## src/rtl/afe_emu_pkg.sv

```systemverilog
// afe_emu_pkg
// Shared types, datapath widths and the ADC clamp helper for the
// pulse-oximeter analog front-end emulator.
//   pulse_state_t : phases of the synthetic heartbeat (RISE, FALL, REST)
//   PD_W / C_W / A_W : widths of photodiode sum, compensated and gained values
//   clamp_u8 : signed gained value -> 8-bit ADC code centred on 128
package afe_emu_pkg;

    typedef enum logic [1:0] {
        RISE = 2'd0,
        FALL = 2'd1,
        REST = 2'd2
    } pulse_state_t;

    localparam int PD_W = 14;
    localparam int C_W  = 15;
    localparam int A_W  = 20;

    localparam logic signed [A_W:0] ADC_MID = 21'sd128;
    localparam logic signed [A_W:0] ADC_TOP = 21'sd255;

    // Offset by mid-scale and saturate at both rails; one extra bit keeps
    // the offset addition from overflowing.
    function automatic logic [7:0] clamp_u8(input logic signed [A_W-1:0] a);
        logic signed [A_W:0] s;
        s = $signed({a[A_W-1], a}) + ADC_MID;
        if (s[A_W]) begin
            clamp_u8 = 8'd0;
        end else if (s > ADC_TOP) begin
            clamp_u8 = 8'd255;
        end else begin
            clamp_u8 = s[7:0];
        end
    endfunction

endpackage

```

## src/rtl/afe_emulator_ppg.sv

```systemverilog
// ppg_pulse_gen
// Synthetic heartbeat waveform generator.
//   CLK  : system clock
//   rst  : synchronous active-high reset
//   w    : 8-bit waveform sample (ramp up 256 cycles, ramp down 510 cycles,
//          flat zero for REST_CYCLES cycles)
//   BEAT : high during the first cycle of each pulse (RISE, w = 0)
// While in reset the outputs read 0; the first cycle after reset release
// presents RISE k = 0 with BEAT high. The armed flag provides that one-cycle
// entry so that w/BEAT stay registered.
module ppg_pulse_gen
    import afe_emu_pkg::*;
#(
    parameter int REST_CYCLES = 234
) (
    input  logic       CLK,
    input  logic       rst,
    output logic [7:0] w,
    output logic       BEAT
);

    localparam logic [15:0] REST_LAST = 16'(REST_CYCLES - 1);

    pulse_state_t state_r;
    logic [15:0]  k_r;
    logic         armed_r;
    logic [7:0]   w_r;
    logic         beat_r;

    // Pulse FSM; w_r/beat_r are loaded with the values of the position being entered.
    always_ff @(posedge CLK) begin
        if (rst) begin
            state_r <= RISE;
            k_r     <= 16'd0;
            armed_r <= 1'b0;
            w_r     <= 8'd0;
            beat_r  <= 1'b0;
        end else if (!armed_r) begin
            state_r <= RISE;
            k_r     <= 16'd0;
            armed_r <= 1'b1;
            w_r     <= 8'd0;
            beat_r  <= 1'b1;
        end else begin
            case (state_r)
                RISE: begin
                    beat_r <= 1'b0;
                    if (k_r == 16'd255) begin
                        state_r <= FALL;
                        k_r     <= 16'd0;
                        w_r     <= 8'd255;
                    end else begin
                        k_r <= k_r + 16'd1;
                        w_r <= k_r[7:0] + 8'd1;
                    end
                end
                FALL: begin
                    beat_r <= 1'b0;
                    if (k_r == 16'd509) begin
                        state_r <= REST;
                        k_r     <= 16'd0;
                        w_r     <= 8'd0;
                    end else begin
                        // entering k+1: w = 255 - ((k+1)+1)/2
                        k_r <= k_r + 16'd1;
                        w_r <= 8'd255 - 8'((k_r + 16'd2) >> 1);
                    end
                end
                REST: begin
                    w_r <= 8'd0;
                    if (k_r == REST_LAST) begin
                        state_r <= RISE;
                        k_r     <= 16'd0;
                        beat_r  <= 1'b1;
                    end else begin
                        k_r    <= k_r + 16'd1;
                        beat_r <= 1'b0;
                    end
                end
                default: begin
                    state_r <= RISE;
                    k_r     <= 16'd0;
                    w_r     <= 8'd0;
                    beat_r  <= 1'b1;
                end
            endcase
        end
    end

    assign w    = w_r;
    assign BEAT = beat_r;

endmodule

```

## src/rtl/afe_emulator.sv

```systemverilog
// afe_emulator
// Responder-side model of the photodiode / PGA / ADC chain.
//   CLK, rst            : clock, synchronous active-high reset
//   LED_DRIVE[3:0]      : LED current code
//   LED_RED, LED_IR     : LED enables
//   DC_Comp[6:0]        : DC compensation code (COMP_LSB counts per LSB)
//   PGA_Gain[3:0]       : PGA code, linear gain PGA_Gain+1
//   ADC[7:0]            : converted sample, 128 in reset
//   ADC_strobe          : one-cycle pulse after each ADC load
//   BEAT                : first cycle of each synthetic pulse
// Pipeline: S1 = pd (with the DC_Comp/PGA_Gain codes of the same cycle),
// S2 = gained value a, S3 = ADC register loaded on the divider terminal count.
module afe_emulator
    import afe_emu_pkg::*;
#(
    parameter int AMBIENT      = 16,
    parameter int DC_RED       = 40,
    parameter int DC_IR        = 50,
    parameter int AC_SHIFT_RED = 6,
    parameter int AC_SHIFT_IR  = 5,
    parameter int COMP_LSB     = 4,
    parameter int REST_CYCLES  = 234,
    parameter int SAMPLE_DIV   = 1
) (
    input  logic       CLK,
    input  logic       rst,
    input  logic [3:0] LED_DRIVE,
    input  logic       LED_RED,
    input  logic       LED_IR,
    input  logic [6:0] DC_Comp,
    input  logic [3:0] PGA_Gain,
    output logic [7:0] ADC,
    output logic       ADC_strobe,
    output logic       BEAT
);

    localparam int DIV_W = (SAMPLE_DIV > 1) ? $clog2(SAMPLE_DIV) : 1;
    localparam logic [DIV_W-1:0] DIV_LAST = DIV_W'(SAMPLE_DIV - 1);

    logic [7:0]              w_s;
    logic                    beat_s;
    logic [PD_W-1:0]         drive_s;
    logic [PD_W-1:0]         red_s;
    logic [PD_W-1:0]         ir_s;
    logic [PD_W-1:0]         pd_s;
    logic [C_W-1:0]          comp_cnt_s;
    logic signed [C_W-1:0]   c_s;
    logic signed [A_W-1:0]   c_ext_s;
    logic signed [A_W-1:0]   gain_ext_s;
    logic signed [A_W-1:0]   a_s;

    logic [PD_W-1:0]         pd_r;
    logic [6:0]              comp_r;
    logic [3:0]              gain_r;
    logic signed [A_W-1:0]   a_r;
    logic                    v1_r;
    logic                    v2_r;
    logic [DIV_W-1:0]        div_r;
    logic [7:0]              adc_r;
    logic                    strobe_r;

    ppg_pulse_gen #(
        .REST_CYCLES(REST_CYCLES)
    ) u_ppg (
        .CLK (CLK),
        .rst (rst),
        .w   (w_s),
        .BEAT(beat_s)
    );

    // Photodiode sum: ambient plus DC and AC contributions of each enabled LED.
    always_comb begin
        drive_s = PD_W'(LED_DRIVE);
        red_s   = drive_s * PD_W'(DC_RED) + ((PD_W'(w_s) * drive_s) >> AC_SHIFT_RED);
        ir_s    = drive_s * PD_W'(DC_IR) + ((PD_W'(w_s) * drive_s) >> AC_SHIFT_IR);
        pd_s    = PD_W'(AMBIENT);
        if (LED_RED) begin
            pd_s = pd_s + red_s;
        end else begin
            pd_s = pd_s;
        end
        if (LED_IR) begin
            pd_s = pd_s + ir_s;
        end else begin
            pd_s = pd_s;
        end
    end

    // DC compensation and PGA gain on the S1 values; widths leave headroom so nothing wraps.
    always_comb begin
        comp_cnt_s = C_W'(comp_r) * C_W'(COMP_LSB);
        c_s        = $signed({1'b0, pd_r}) - $signed(comp_cnt_s);
        c_ext_s    = {{(A_W-C_W){c_s[C_W-1]}}, c_s};
        gain_ext_s = {{(A_W-5){1'b0}}, ({1'b0, gain_r} + 5'd1)};
        a_s        = c_ext_s * gain_ext_s;
    end

    // S1/S2 pipeline with fill flags; reset leaves the equivalent of c = 0.
    always_ff @(posedge CLK) begin
        if (rst) begin
            pd_r   <= {PD_W{1'b0}};
            comp_r <= 7'd0;
            gain_r <= 4'd0;
            a_r    <= {A_W{1'b0}};
            v1_r   <= 1'b0;
            v2_r   <= 1'b0;
        end else begin
            pd_r   <= pd_s;
            comp_r <= DC_Comp;
            gain_r <= PGA_Gain;
            a_r    <= a_s;
            v1_r   <= 1'b1;
            v2_r   <= v1_r;
        end
    end

    // Sample divider and S3 ADC register; loads only once S2 holds real data.
    always_ff @(posedge CLK) begin
        if (rst) begin
            div_r    <= {DIV_W{1'b0}};
            adc_r    <= 8'd128;
            strobe_r <= 1'b0;
        end else begin
            if (div_r == DIV_LAST) begin
                div_r <= {DIV_W{1'b0}};
            end else begin
                div_r <= div_r + DIV_W'(1);
            end
            if ((div_r == DIV_LAST) && v2_r) begin
                adc_r    <= clamp_u8(a_r);
                strobe_r <= 1'b1;
            end else begin
                strobe_r <= 1'b0;
            end
        end
    end

    assign ADC        = adc_r;
    assign ADC_strobe = strobe_r;
    assign BEAT       = beat_s;

endmodule
```

## config.mk

```make
export PLATFORM = sky130hd
export DESIGN_NAME = afe_emulator
export DESIGN_NICKNAME = d
export VERILOG_FILES = /design/src/rtl/afe_emu_pkg.sv /design/src/rtl/afe_emulator_ppg.sv /design/src/rtl/afe_emulator.sv
export SDC_FILE = /design/constraint.sdc
export NUM_CORES = 1
export LEC_CHECK = 0
export CAP_MARGIN = 40
export CORE_ASPECT_RATIO = 0.8
export CORE_MARGIN = 2
export CORE_UTILIZATION = 45
export CTS_BUF_LIST = sky130_fd_sc_hd__clkbuf_16
export CTS_CLUSTER_SIZE = 10
export DETAILED_ROUTE_END_ITERATION = 10
export PLACE_DENSITY = 0.64
export SYNTH_ARGS = -nofsm -noshare
export SYNTH_HDL_FRONTEND = slang
export SYNTH_SLANG_ARGS = --single-unit
```

## constraint.sdc

```tcl
create_clock -name CLK -period 7.2 [get_ports CLK]
set_input_delay 1.44 -clock CLK [delete_from_list [all_inputs] [get_ports CLK]]
set_output_delay 1.44 -clock CLK [all_outputs]
set_load 0.05 [all_outputs]
```

# ---- Yosys cells after proc, flatten, opt, wreduce, memory -nomap -nowiden
# Cells that the tools add are included.
dict set report word_totals {
  output_inout_bits 10
  ff_bits 84
  elab_cells 66
}
dict set report op_classes {
  n_eq_ne 8
  order_cmp 1
  n_mul 4
  muxes 20
  n_bitwise 2
  addsub 12
  reduce_logical 6
}
# operator n
set op_table {}
lappend op_table {{16-bit two-way mux} 3}
lappend op_table {{16-bit case mux with 3 select lines} 1}
lappend op_table {{16-bit by 8-bit equality test with 1-bit output (second input constant)} 2}
lappend op_table {{8-bit two-way mux} 4}
lappend op_table {{14-bit two-way mux} 2}
lappend op_table {{20-bit by 9-bit adder with 21-bit output (second input constant)} 1}
lappend op_table {{21-bit by 9-bit > comparator with 1-bit output (second input constant)} 1}
lappend op_table {{15-bit by 6-bit multiplier with 20-bit output} 1}
lappend op_table {{16-bit by 1-bit adder with 16-bit output (second input constant)} 1}
lappend op_table {{16-bit by 9-bit equality test with 1-bit output (second input constant)} 1}
lappend op_table {{8-bit case mux with 2 select lines} 1}
lappend op_table {{14-bit by 9-bit subtractor with 15-bit output} 1}
lappend op_table {{14-bit by 11-bit adder with 14-bit output} 1}
lappend op_table {{5-bit by 11-bit adder with 12-bit output (first input constant)} 1}
lappend op_table {{8-bit by 4-bit multiplier with 12-bit output} 1}
lappend op_table {{10-bit by 6-bit adder with 11-bit output} 1}
lappend op_table {{10-bit by 7-bit adder with 11-bit output} 1}
lappend op_table {{9-bit by 2-bit adder with 9-bit output (second input constant)} 1}
lappend op_table {{4-bit by 5-bit multiplier with 9-bit output (second input constant)} 1}
lappend op_table {{8-bit by 1-bit adder with 8-bit output (second input constant)} 1}
lappend op_table {{8-bit subtractor (first input constant)} 1}
lappend op_table {{4-bit by 3-bit multiplier with 7-bit output (second input constant)} 1}
lappend op_table {{2-bit two-way mux} 3}
lappend op_table {{2-bit by 1-bit != test with 1-bit output (second input constant)} 3}
lappend op_table {{other kinds (12)} 18}

# ---- Logic depth before layout (Yosys ltp)
# Gate-level depths: netlist of the first run.
dict set report logic_depth {
  word_depth 6
  depth_mapped 27
  mapped_depth_nobuf 26
}

# ---- Cells and area by module
# Synthesis of the first run repeated with hierarchy kept, for this count alone.
dict set report hier_totals {
  hier_cells 938
  area_unflattened_um2 8067.7
}
# module cells_per_inst area_each_um2 n_inst
set modules_own_cells {}
lappend modules_own_cells {afe_emulator 775 6702.7 1}
lappend modules_own_cells {ppg_pulse_gen 163 1365.1 1}

# ---- Worst setup path after synthesis of the first run
# Ideal clock, no wire load.
dict set report synth_path {
  path_type {input to register}
  start {input LED_DRIVE[3]}
  end {register pd_r[8]}
  setup_ns 0.122
  stages 24
  arrival_time_ns 6.819
  path_buffers 1
  required_time_ns 7.078
  path_slack_ns 0.259
  path_cell_list {clkbuf_1 -> and2_1 -> fa_1 -> inv_1 -> fa_1 -> inv_1 -> ha_1 -> nand3_1 -> o2111ai_1 -> a31o_2 -> a21oi_1 -> o21bai_1 -> xor2_1 -> ha_1 -> fa_1 -> xor2_1 -> and2_1 -> fa_1 -> ha_1 -> o21a_1 -> o21a_1 -> a21oi_1 -> nor4b_1 -> a221o_1}
}
dict set report synth_via {
  elab_chain_cells 6
}
# item line
set synth_lines {}
lappend synth_lines {{start: declaration} afe_emulator.sv:27} ;# input logic [3:0] LED_DRIVE,
lappend synth_lines {{8-bit by 4-bit multiplier with 12-bit output or 4-bit by 3-bit multiplier with 7-bit output (tied branches)} {afe_emulator.sv:74, afe_emulator.sv:75}}
lappend synth_lines {{10-bit by 6-bit adder with 11-bit output} afe_emulator.sv:74} ;# red_s = drive_s * PD_W'(DC_RED) + ((PD_W'(w_s) * drive_s) >> AC_SHIFT_RED);
lappend synth_lines {{5-bit by 11-bit adder with 12-bit output} afe_emulator.sv:78} ;# pd_s = pd_s + red_s;
lappend synth_lines {{14-bit two-way mux} afe_emulator.sv:77} ;# if (LED_RED) begin
lappend synth_lines {{14-bit by 11-bit adder with 14-bit output} afe_emulator.sv:83} ;# pd_s = pd_s + ir_s;
lappend synth_lines {{14-bit two-way mux *} afe_emulator.sv:82} ;# if (LED_IR) begin
lappend synth_lines {{end signal: assignment} afe_emulator.sv:101} ;# pd_r <= {PD_W{1'b0}};
lappend synth_lines {{end signal: assignment} afe_emulator.sv:108} ;# pd_r <= pd_s;
lappend synth_lines {{end: declaration} afe_emulator.sv:52} ;# logic [PD_W-1:0] pd_r;
# Every way passes the cells marked *; elsewhere a longest branch is shown, timed or not.
# A chain may end at the register's enable or synchronous reset.

# ---- Worst setup path in the final report of the first run
# Same ends and word-level chain as after synthesis.

==> metrics.cfg, run 1 <==
[clock_tree]
clockBufferDepth = 2
clkLatencyLatePin_ns = 0.34
tritoncts = built
cts_hold_buf = 0
clk_pin_slew_ns = 0.06
cts_setup_buffers = 0
cts_inserted_buffers = 9
cts_root_buffer = clkbuf_16
cts_sinks = 82
cts_resized = 0
cts_max_level = 3

[floorplan]
rows = 44
core_area_mm2 = 0.0180
start_util_pct = 45.5
die_h_um = 125
fp.dieW_um = 155
die_area_mm2 = 0.0193
io_pins = 29

[sta]
slew_headroom_pct = 44.8
setup_tns_ns = 0
worst_slack_ns = 0.456
min_period_ns = 6.74
hold_viol_final = 0
finalCritPeriodShare_pct = 93.7
skew_ns = 0.0105
drv_slew = 0
final-setup-viol-count = 0
max_slew.worst_pin.slew_ns = 0.826
rsz0062_at_grt = no
max_freq_ghz = 0.148

[critical_path]
worst_ep_arrival_time_ns = 6.97
crit_end = pd_r[8]
worstPathRequired_ns = 7.43
cp_max_fo = 6
reg2reg_slack_ns = 1.22
reg2reg_from = comp_r[0]
critical_path_class = in -> reg
r2r_end = a_r[17]
critPathLaunch = LED_DRIVE[3]
critPathCaptureType = register
r2r_cells = 22
start_kind = primary input

[finish]
syn2layout_area_growth_pct = 11.7
fillerInstances = 1709
antennaDiodeCount = 0
nets = 1162
final_util_pct = 50.9
finalNonFillerCells = 1216
multi_input_area_mm2 = 0.00604
drive_gt1_share_pct = 6.29
regArea_mm2 = 0.00164

[place]
port_buffers = 28
place_ws_ns = -0.293
place.gp.congestion = 0.823
dp_cells = 1200
dp_hpwl_mm = 13.1

[detailed_routing]
drc = 0
ant_nets = 0
drt_pass1_iterations = 5
drt-initial-drc-count = 301
num_vias = 6112
avgRoutedWirePerCell_um = 13.3
drt-vias-per-instance = 5.03
routed_wl_mm = 16.1

[power]
ir_worst_vdd_mv = 0.166
combPwrFrac_pct = 62.7
p_seq_share_pct = 21.6
power_switching_mw = 1.13
power_mw = 2.60
total_leakage_power_nw = 4.33
power.share.clock_pct = 15.7
p_int_mw = 1.47
p_sw_share_pct = 43.5
power_density_mw_per_mm2 = 284

[worst_hold_path]
hold_class = reg -> reg

[synthesis]
syn_area_per_cell_um2 = 8.70
yosys_warnings = 0
yosysSeqAreaShare_pct = 20.0
synthCells = 942
yosys.area.top_type = dfxtp_1
synth_seq_cells = 82
synth_cell_types = 69
synth.most_common_cell = inv_1
syn-num-nets = 1123
synth_flop_cell = dfxtp_1
synth_edf_count = 0
synth_commonest_cells = 115 x inv_1, 96 x ha_1, 86 x nor2_1
synthArstFlopShare_pct = 0
synth_top_cell_area_share_pct = 20.0
syn-cell-area_mm2 = 0.00819
synth_area_leaders = dfxtp_1 20%, fa_1 16%, ha_1 15%

[global_route]
grt_use_total_pct = 17.7
antenna_found_initial = 1
grt_pass1_vias = 5880
grt_pass1_wl_mm = 28.2
grt_overflow_total = 0
grt_max_degree = 27

[run]
cap_violations = 0

[outcome]
status = completed

[power groups by stage]
| stage | combinational, mW | clock [mW] | sequential [mW] |
|---|---|---|---|
| final | 1.63 | 0.409 | 0.562 |
| after floorplan | 1.31 | 0 | 0.574 |
| after global placement | 1.62 | 0 | 0.572 |
| after detailed placement | 1.63 | 0 | 0.572 |
| after CTS | 1.64 | 0.421 | 0.562 |
| after global routing | 1.89 | 0.438 | 0.568 |
[layout by cell type, fill, tap and decap left out, types with 6 or more instances in the layout]
cell / Yosys / routed
nor3_1: 16 / 16
o21ai_0: 13 / 13
a22o_1: 8 / 8
inv_1: 115 / 116
and2_1: 44 / 43
nand2b_1: 17 / 17
mux2i_1: 10 / 10
dfxtp_1: 82 / 82
ha_1: 96 / 95
fa_1: 66 / 66
buf_4: 0 / 28
o21a_1: 9 / 9
nand4_1: 8 / 8
xnor2_1: 34 / 34
nor2_1: 86 / 86
nor2b_1: 38 / 38
a21o_1: 13 / 13
clkdlybuf4s50_1: 0 / 24
xor2_1: 28 / 28
nand3_1: 21 / 21
nand2_1: 63 / 63
clkbuf_16: 0 / 9
and3_1: 7 / 7
a21oi_1: 42 / 41
nand3b_1: 9 / 9
o21bai_1: 6 / 6
[kinds of logic (layout without fill, tap and decap cells)]
family                     Yosys count  in the layout  share of synthesized area [%]
AOI/OAI and AO/OA                  139            139                           12.6
muxes                               15             15                           1.91
other                                1              1                         0.0458
DFF                                 82             82                           20.0
adders and majority gates          162            162                           30.8
and+or+nand+nor                    337            337                           21.3
xor gates and xnor gates            62             62                           6.63
buffers and inverters              144            188                           6.70
[sequential cells by signal, summed over array words and instances (netlist names)]
register	flops
ADC	8
ADC_strobe	1
a_r	20
comp_r	7
div_r	1
gain_r	4
pd_r	12
u_ppg.BEAT	1
u_ppg.armed_r	1
u_ppg.k_r	16
u_ppg.state_r	2
u_ppg.w	8
v2_r	1
[worst min-delay path by stage]
stage,from,end,depth (start not counted)
after floorplan,u_ppg.armed_r,u_ppg.BEAT,1
after global placement,ADC[2],ADC[2],1
after detailed placement,u_ppg.armed_r,u_ppg.BEAT,1
after CTS,ADC[3],ADC[3],1
after global routing,u_ppg.armed_r,u_ppg.BEAT,1
final,u_ppg.armed_r,u_ppg.BEAT,1
[through the flow]
step                instance area (µm²)  hold WS [ns]
detailed placement                 8850         0.466
finish                             9160         0.464
global route                       9160         0.498
global placement                   8850         0.471
CTS                                9110         0.483
floorplan                          8190         0.400
[critical path, cell delays in order]
cell,delay (ns)
dlymetal6s2s_1,0.17
and2_1,0.17
fa_1,0.53
inv_1,0.06
fa_1,0.54
inv_1,0.05
ha_1,0.32
nand3_1,0.13
o2111ai_2,0.15
a31o_2,0.28
a21oi_1,0.19
o21bai_1,0.09
xor2_1,0.16
ha_1,0.32
fa_1,0.46
xor2_1,0.15
and2_4,0.16
fa_1,0.43
ha_1,0.34
o21a_1,0.12
o21a_1,0.20
a21oi_2,0.17
nor4b_1,0.07
a221o_1,0.26
[area by class of cell]
class | count | share of cell area (%)
timing repair buffer | 56 | 5.38
inverter | 116 | 4.76
sequential | 82 | 17.9
clock inverter | 7 | 0.396
tap | 230 | 3.14
multi-input combinational | 716 | 65.9
clock buffer | 9 | 2.46
[layer usage]
| metal | part of all wire (%) | vias up | GRT usage [%] | wire (µm) |
|---|---|---|---|---|
| met5 | 0 | - | 0 | 0 |
| met4 | 1.2 | 0 | 4.19 | 188 |
| met3 | 2.7 | 12 | 2.92 | 443 |
| met2 | 42 | 78 | 27.2 | 6820 |
| met1 | 54 | 2812 | 26.1 | 8670 |
| li1 | - | 3210 | - | - |
(Power assumes the default switching activity.)
==> run 2: changes to the inputs <==
- PLACE_DENSITY: 0.64 -> 0.62
- clock period: 7.2 -> 8.7 ns (I/O delays scaled with it)
==> run 2 against run 1 <==
Against the previous run:
- first-iteration DRC count down 27%
- sequential share of layout area grew 0.35 points
- setup slack improved by 0.38 ns
- count of clock-buffer cells in the layout stayed put
- global-route usage shrank 0.14 points
- clock power decreased by 8.3%
- register-to-register slack better by 1.4 ns
- utilization down 0.98 points
- non-clock buffer count fell by 23
- routed wire length decreased by 0.38%
- final cell count down 1.9%
==> metrics.cfg, run 2 (same netlist as run 1, synthesis figures left out) <==
[critical_path]
path_buf_inv = 3
r2r_cells = 26
worstPathRequired_ns = 8.94
worst_ep_arrival_time_ns = 8.10
critical_path_class = in -> reg
cp_max_fo = 14
start_kind = primary input
cp.depth = 27
critPathCaptureType = register
path_common_cell = ha_1
critPathTopFamily = adder cells
crit_path_max_incr_delay_ns = 0.68
crit_slowest_cell = clkdlybuf4s50_1

[place]
place.gp.congestion = 0.817
place_area_mm2 = 0.00868
port_buffers = 28
dp_hpwl_mm = 12.9

[global_route]
grt_overflow_total = 0
grt_use_total_pct = 17.6
grt_max_degree = 51
antenna_found_initial = 0
grt_pass1_vias = 5883
grt_pass1_wl_mm = 28.1

[sta]
max_slew.worst_pin.slew_ns = 0.724
drv_slew = 0
setup_tns_ns = 0
final-setup-viol-count = 0
rsz0062_at_grt = no
min_period_ns = 7.86
max_freq_ghz = 0.127
slew_headroom_pct = 51.6
hold_viol_final = 0
skew_ns = 0.00836
finalCritPeriodShare_pct = 90.4

[finish]
nets = 1139
syn2layout_area_growth_pct = 9.57
layout_commonest_cell = inv_1
final_util_pct = 49.9
top_register = a_r
drive_gt1_share_pct = 3.95
antennaDiodeCount = 0
largest_reg_flops = 20
design_area_mm2 = 0.00898
layout_common_cells = 115 x inv_1, 96 x ha_1, 86 x nor2_1, 82 x dfxtp_1, 66 x fa_1
reg.largest.list = a_r (20), u_ppg.k_r (16), pd_r (12)

[clock_tree]
cts_setup_buffers = 0
clk_pin_slew_ns = 0.07
clockBufferDepth = 2
cts_inserted_buffers = 9
tritoncts = built
cts_resized = 0
cts_max_level = 3
clkLatencyLatePin_ns = 0.34
cts_sinks = 82
cts_root_buffer = clkbuf_16
cts_hold_buf = 0

[detailed_routing]
routed_wl_mm = 16.1
avgRoutedWirePerCell_um = 13.5
ant_nets = 0
drt-vias-per-instance = 5.06
drt-initial-drc-count = 221
drc = 0
num_vias = 6034
drt_pass1_iterations = 4

[run]
cap_violations = 0

[power]
total_leakage_power_nw = 4.19
power_density_mw_per_mm2 = 244
ir_worst_vdd_mv = 0.124
power_mw = 2.19

[floorplan]
die_h_um = 125
die_area_mm2 = 0.0193
fp.dieW_um = 155
rows = 44
core_area_mm2 = 0.0180
start_util_pct = 45.5
io_pins = 29

[worst_hold_path]
hold_class = reg -> reg
min_path_cells = 1

[outcome]
status = completed

## run 2: area by class of cell
cell class / instances / area [µm²]
Fill cell: 1744 / 9020
Multi-Input combinational cell: 716 / 6000
Sequential cell: 82 / 1640
Inverter: 116 / 435
Timing Repair Buffer: 33 / 313
Tap cell: 230 / 288
Clock buffer: 9 / 225
Clock inverter: 7 / 72.6
## run 2: final timing paths
check,from,endpoint,slack [ns]
worst max register to register,u_ppg.w[2],pd_r[10],2.64
worst max-delay path,LED_DRIVE[2],pd_r[10],0.84
worst min register to register,u_ppg.armed_r,u_ppg.BEAT,0.47
worst min-delay path,u_ppg.armed_r,u_ppg.BEAT,0.47
## run 2: stage by stage
step | cells | setup slack (ns) | hold slack, ns
finish | 1193 | 0.835 | 0.468
global route | 1193 | 0.350 | 0.507
CTS | 1193 | 0.830 | 0.456
detailed placement | 1177 | 0.445 | 0.453
global placement | 1176 | 0.606 | 0.463
floorplan | 942 | 1.46 | 0.400
## run 2: layer usage
metal  up-vias  GRT usage (%)  share of wire [%]
met4         0           4.30                1.3
met2        83           25.6                 39
met5         -              0                  0
met3        18           2.37                2.5
met1      2770           27.3                 57
li1       3163              -                  -
## run 2: report_power, final
group / internal (mW) / total [mW] / switching (mW)
Sequential: 0.428 / 0.465 / 0.0372
Clock: 0.202 / 0.375 / 0.173
Combinational: 0.588 / 1.35 / 0.763
